===== src/rtl/seg7_scan_driver.sv =====
// Eight-digit multiplexed seven-segment scan driver.
// A prescaler sets the dwell time per digit; the digit data and display
// controls are captured once per frame so that the whole frame is shown
// from one consistent snapshot. All display outputs are active-low.
module seg7_scan_driver #(
    parameter int unsigned REFRESH_DIV = 100000
) (
    input  logic        clk,
    input  logic        reset,
    input  logic [31:0] digits,
    input  logic [7:0]  digit_en,
    input  logic [7:0]  dp_mask,
    input  logic        blank_lz,
    output logic [7:0]  an,
    output logic [6:0]  seg,
    output logic        dp,
    output logic        scan_tick
);

    localparam int unsigned PW = (REFRESH_DIV > 1) ? $clog2(REFRESH_DIV) : 1;
    localparam logic [PW-1:0] PRESC_LAST = PW'(REFRESH_DIV - 1);

    logic [PW-1:0] presc;
    logic          tick;
    logic [2:0]    index;

    logic [31:0]   snap_digits;
    logic [7:0]    snap_en;
    logic [7:0]    snap_dp;
    logic          snap_blz;
    logic          load_pending;

    logic [7:0]    lz_blank;
    logic [3:0]    cur_digit;
    logic          slot_dark;

    // Segment pattern for one hex digit, {g,f,e,d,c,b,a}, active-low.
    function automatic logic [6:0] hex_to_seg(input logic [3:0] v);
        logic [6:0] s;
        case (v)
            4'h0: s = 7'b1000000;
            4'h1: s = 7'b1111001;
            4'h2: s = 7'b0100100;
            4'h3: s = 7'b0110000;
            4'h4: s = 7'b0011001;
            4'h5: s = 7'b0010010;
            4'h6: s = 7'b0000010;
            4'h7: s = 7'b1111000;
            4'h8: s = 7'b0000000;
            4'h9: s = 7'b0010000;
            4'hA: s = 7'b0001000;
            4'hB: s = 7'b0000011;
            4'hC: s = 7'b1000110;
            4'hD: s = 7'b0100001;
            4'hE: s = 7'b0000110;
            default: s = 7'b0001110;
        endcase
        return s;
    endfunction

    assign tick = (presc == PRESC_LAST);

    // Prescaler, scan index and the registered advance pulse.
    always_ff @(posedge clk or negedge reset) begin
        if (!reset) begin
            presc     <= '0;
            index     <= '0;
            scan_tick <= 1'b0;
        end else begin
            scan_tick <= tick;
            if (tick) begin
                presc <= '0;
                index <= index + 3'd1;
            end else begin
                presc <= presc + 1'b1;
            end
        end
    end

    // Frame snapshot: captured on the first edge out of reset and at each
    // 7->0 wrap, so the next frame starts from freshly latched inputs.
    always_ff @(posedge clk or negedge reset) begin
        if (!reset) begin
            snap_digits  <= '0;
            snap_en      <= '0;
            snap_dp      <= '0;
            snap_blz     <= 1'b0;
            load_pending <= 1'b1;
        end else begin
            load_pending <= 1'b0;
            if (load_pending || (tick && index == 3'd7)) begin
                snap_digits <= digits;
                snap_en     <= digit_en;
                snap_dp     <= dp_mask;
                snap_blz    <= blank_lz;
            end
        end
    end

    // Leading-zero blanking, scanning from the most significant digit down;
    // digit 0 is always exempt so an all-zero value still shows a single 0.
    always_comb begin
        logic        zero_above;
        int unsigned i;
        lz_blank   = '0;
        zero_above = 1'b1;
        for (int unsigned k = 0; k < 8; k++) begin
            i          = 7 - k;
            zero_above = zero_above & (snap_digits[4*i +: 4] == 4'h0);
            lz_blank[i] = snap_blz && (i != 0) && zero_above;
        end
    end

    // Current slot's digit value and whether the slot is dark.
    always_comb begin
        cur_digit = snap_digits[{index, 2'b00} +: 4];
        slot_dark = lz_blank[index] || !snap_en[index];
    end

    // Registered display outputs, one cycle behind the scan index.
    always_ff @(posedge clk or negedge reset) begin
        if (!reset) begin
            an  <= '1;
            seg <= '1;
            dp  <= 1'b1;
        end else if (slot_dark) begin
            an  <= '1;
            seg <= '1;
            dp  <= 1'b1;
        end else begin
            an  <= ~(8'b1 << index);
            seg <= hex_to_seg(cur_digit);
            dp  <= ~snap_dp[index];
        end
    end

endmodule


===== config.mk =====
export PLATFORM = sky130hd
export DESIGN_NAME = seg7_scan_driver
export DESIGN_NICKNAME = d
export VERILOG_FILES = /design/src/rtl/seg7_scan_driver.sv
export SDC_FILE = /design/constraint.sdc
export NUM_CORES = 1
export LEC_CHECK = 0
export ABC_AREA = 0
export BUFFER_PORTS_ARGS = -buffer_cell sky130_fd_sc_hd__clkbuf_2
export CAP_MARGIN = 25
export CELL_PAD_IN_SITES_DETAIL_PLACEMENT = 2
export CELL_PAD_IN_SITES_GLOBAL_PLACEMENT = 2
export CORE_UTILIZATION = 39
export DETAILED_ROUTE_END_ITERATION = 10
export PLACE_DENSITY = 0.82
export SLEW_MARGIN = 20
export SYNTH_ARGS = -nofsm -noshare
export SYNTH_HDL_FRONTEND = slang
export SYNTH_SLANG_ARGS = --single-unit
export TNS_END_PERCENT = 100

===== constraint.sdc =====
create_clock -name clk -period 2.7 [get_ports clk]
set_input_delay 0.135 -clock clk [delete_from_list [all_inputs] [get_ports clk]]
set_output_delay 0.135 -clock clk [all_outputs]
set_load 0.02 [all_outputs]

==> run_results.csv <==
group,metric,value,unit
floorplan,core_area,10200,um^2
global_route,grt.total_usage,22.6,%
worst_setup_path,path_buf_inv,2,
floorplan,pin_count,68,
floorplan,die_w,104,um
worst_setup_path,cpLargestDelayFamily,"compound AO/OA/AOI/OAI gates",
power_and_ir_drop,ir_drop,0.260,mV
sta,setup_viol,0,
global_route,antenna_found_initial,0,
placed_design,dp_hpwl,7750,um
final_layout,antenna_cells,0,
yosys,syn_area_per_cell,13.6,um^2
detailed_routing,wire_per_inst,20.6,um
final_layout,area_growth,26.7,%
detailed_routing,routed_wl,11400,um
placed_design,io_buffers,67,
yosys,syn_area,4090,um^2
worst_setup_path,crit_top_cell,"buf_4",
yosys,ys_seq_area_share,53.8,%
clock_tree,clockRootBuffer,"clkbuf_8",
sta,fin_crit,2.41,ns
min_path,whs_path_depth,2,
sta,timing.slew.headroom,49.2,%
final_layout,num-nets-final,475,
clock_tree,path_clk_slew,0.08,ns
global_route,use_met2,40.9,%
yosys,synth_ff_type,"dfrtp_1",
placed_design,pre_cts_ws,0.284,ns
placed_design,gp_congestion,0.800,
detailed_routing,drt_iter0_markers,57,
global_route,grt_pass1_wl,18300,um
clock_tree,clock_latency,0.37,ns
sta,worstMarginPinSlew,0.761,ns
clock_tree,cts_sinks,87,
worst_setup_path,cpMaxStageDelayCell,"dfrtp_1",
sta,hold_viol,0,
placed_design,dpl_cell_area,4600,um^2
clock_tree,clk_path_buf_depth,2,
yosys,synth_edf_count,0,
final_layout,fin_cells,552,
yosys,syn-num-nets,364,
global_route,grt_util_met1,25.4,%
worst_setup_path,path_class,"flop to flop",
sta,fin_ws,0.288,ns
worst_setup_path,slowest_delay,0.58,ns
global_route,grt_start_max_net_pins,85,
worst_setup_path,crit_cells,7,
worst_setup_path,worstPathCellList,"buf_4, and2_0, o22ai_1, nor4_1, o21ai_1, buf_4, nand3_1",
global_route,overflow,0,
power_and_ir_drop,p_per_area,539,nW/um^2
run_status,status,"complete, no violations",
floorplan,die-area,10900,um^2
detailed_routing,drtAntennaViolNets,0,
worst_setup_path,cp.arrival,2.68,ns
global_route,use_met3,5.08,%
power_and_ir_drop,p_total,2.79,mW
worst_setup_path,required,2.96,ns
sta,period_share,89.3,%
worst_setup_path,path_max_fanout,14,
yosys,synth_cell_type_count,42,
global_route,gr-max-usage-layer,"met2",
worst_setup_path,rr_worst_depth,7,
yosys,syn_inst,300,
power_and_ir_drop,p_leak,2.28,nW
detailed_routing,avgViaCountPerCell,5.24,
sta,tns,0,ns
sta,rsz0062_at_grt,"false",
floorplan,floorplan.initialDensity,40.0,%
placed_design,dp.cells,498,
floorplan,die_height,104,um
yosys,synth_warnings,0,
job,cap_violations,0,
min_path,hp-class,"input port to flop",
global_route,grt_pass1_vias,3384,
worst_setup_path,worstSetupEndpointType,"flop",
clock_tree,cts_inserted_buffers,9,
final_layout,design_area,5180,um^2
yosys,synth-seq-cells,87,
sta,drv_slew,0,
detailed_routing,vias,2892,
sta,fmax,415,MHz
yosys,async_reset_ff_share,100,%
clock_tree,cts_tree,"yes",
worst_setup_path,cp-start-kind,"flop",
sta,clock_skew,0.00807,ns
detailed_routing,drt_first_pass_iters,4,
detailed_routing,drc,0,
floorplan,rows,37,
clock_tree,h-tree-depth,3,
final_layout,layout-drive-gt1-share,41.6,%
routing by layer:
metal	part of all wire, %	up-vias
li1	-	1300
met1	39	1512
met2	56	64
met3	3.3	16
met4	2.1	0
met5	0	-
logic make-up (layout without fill, tap and decap cells):
kind of cell | count (synthesis) | in the layout | synth area share, %
AOI/OAI and AO/OA | 18 | 18 | 3.21
xor gates and xnor gates | 17 | 17 | 3.64
adders and majority gates | 13 | 13 | 3.98
buffers and inverters | 20 | 136 | 2.54
DFF | 87 | 87 | 53.8
muxes | 70 | 70 | 23.4
other | 1 | 1 | 0.0917
and+or+nand+nor | 74 | 74 | 9.39
Yosys cell counts (all sizes together), types with 3 or more instances:
| cell type | n | area [um^2] |
|---|---|---|
| nand4 | 6 | 37.5 |
| a21oi | 3 | 18.8 |
| dfrtp | 70 | 1750 |
| o21ai | 3 | 15.0 |
| nand3 | 13 | 65.1 |
| mux2i | 7 | 73.8 |
| nor4 | 9 | 71.3 |
| mux4 | 12 | 270 |
| nand2 | 22 | 82.6 |
| o211ai | 3 | 22.5 |
| and3 | 3 | 18.8 |
| buf | 12 | 73.8 |
| o221ai | 4 | 35.0 |
| dfstp | 17 | 447 |
| xnor2 | 12 | 105 |
| nor2 | 11 | 41.3 |
| inv | 6 | 22.5 |
| mux2 | 51 | 612 |
| ha | 13 | 163 |
| xor2 | 5 | 43.8 |
path summary, 6_finish.rpt:
kind	startpoint	to	slack, ns
setup reg to reg	index[1]	an[6]	0.29
max in group asynchronous	reset	seg[6]	1.65
hold / removal	dp_mask[6]	snap_dp[6]	0.02
min in group asynchronous	reset	presc[5]	0.38
hold reg to reg	presc[14]	presc[14]	0.51
setup / recovery	index[1]	an[6]	0.29
cell type report:
type | count | area, um^2
repair buffers | 114 | 802
fillers | 999 | 5050
flip-flops and latches | 87 | 2200
clock inverters | 4 | 47.5
multi-input cells | 193 | 1790
well taps | 136 | 170
clock buffers | 12 | 145
inverters | 6 | 22.5
placed cells by master, fill, tap and decap left out, types with 3 or more instances in the layout:
master          n
dfrtp_1        70
clkbuf_2       66
mux2_2         41
dlygate4sd3_1  38
nand2_1        22
dfstp_2        17
nand3_1        13
ha_1           13
mux4_2         12
xnor2_1        12
nor2_1         11
mux2_4         10
clkbuf_8       10
nor4_1          8
buf_4           8
inv_1           6
mux2i_1         6
nand4_1         6
xor2_1          5
o221ai_1        4
o211ai_1        3
and3_1          3
flip-flops by register name, summed over array words and instances, names as in the netlist:
| name | cells |
|---|---|
| snap_digits | 32 |
| presc | 17 |
| an | 8 |
| snap_dp | 8 |
| snap_en | 8 |
| seg | 7 |
| index | 3 |
| dp | 1 |
| load_pending | 1 |
| scan_tick | 1 |
| snap_blz | 1 |
through the flow:
step | hold slack (ns) | util (%)
4_1_cts | 0.000182 | 50.2
2_1_floorplan | -0.161 | -
6_report | 0.0183 | 50.6
3_3_place_gp | 0.366 | 45.0
3_5_place_dp | 0.373 | 45.0
5_1_grt | 0.00176 | 50.6
timing repair:
item / in CTS / in global routing
gates resized for setup: 0 / 0
setup endpoints to repair: 0 / 0
setup buffers: 0 / 0
endpoints found under the hold margin: 60 / 4
hold buffers: 34 / 4
report_power, final:
group	leakage [nW]	total (mW)	internal, mW	switching, mW
clock network	0.0964	0.902	0.451	0.452
registers	1.03	1.49	1.41	0.0750
logic	1.15	0.406	0.215	0.190
total	2.28	2.79	2.08	0.717
No activity file was read; power rests on OpenSTA's default activity.
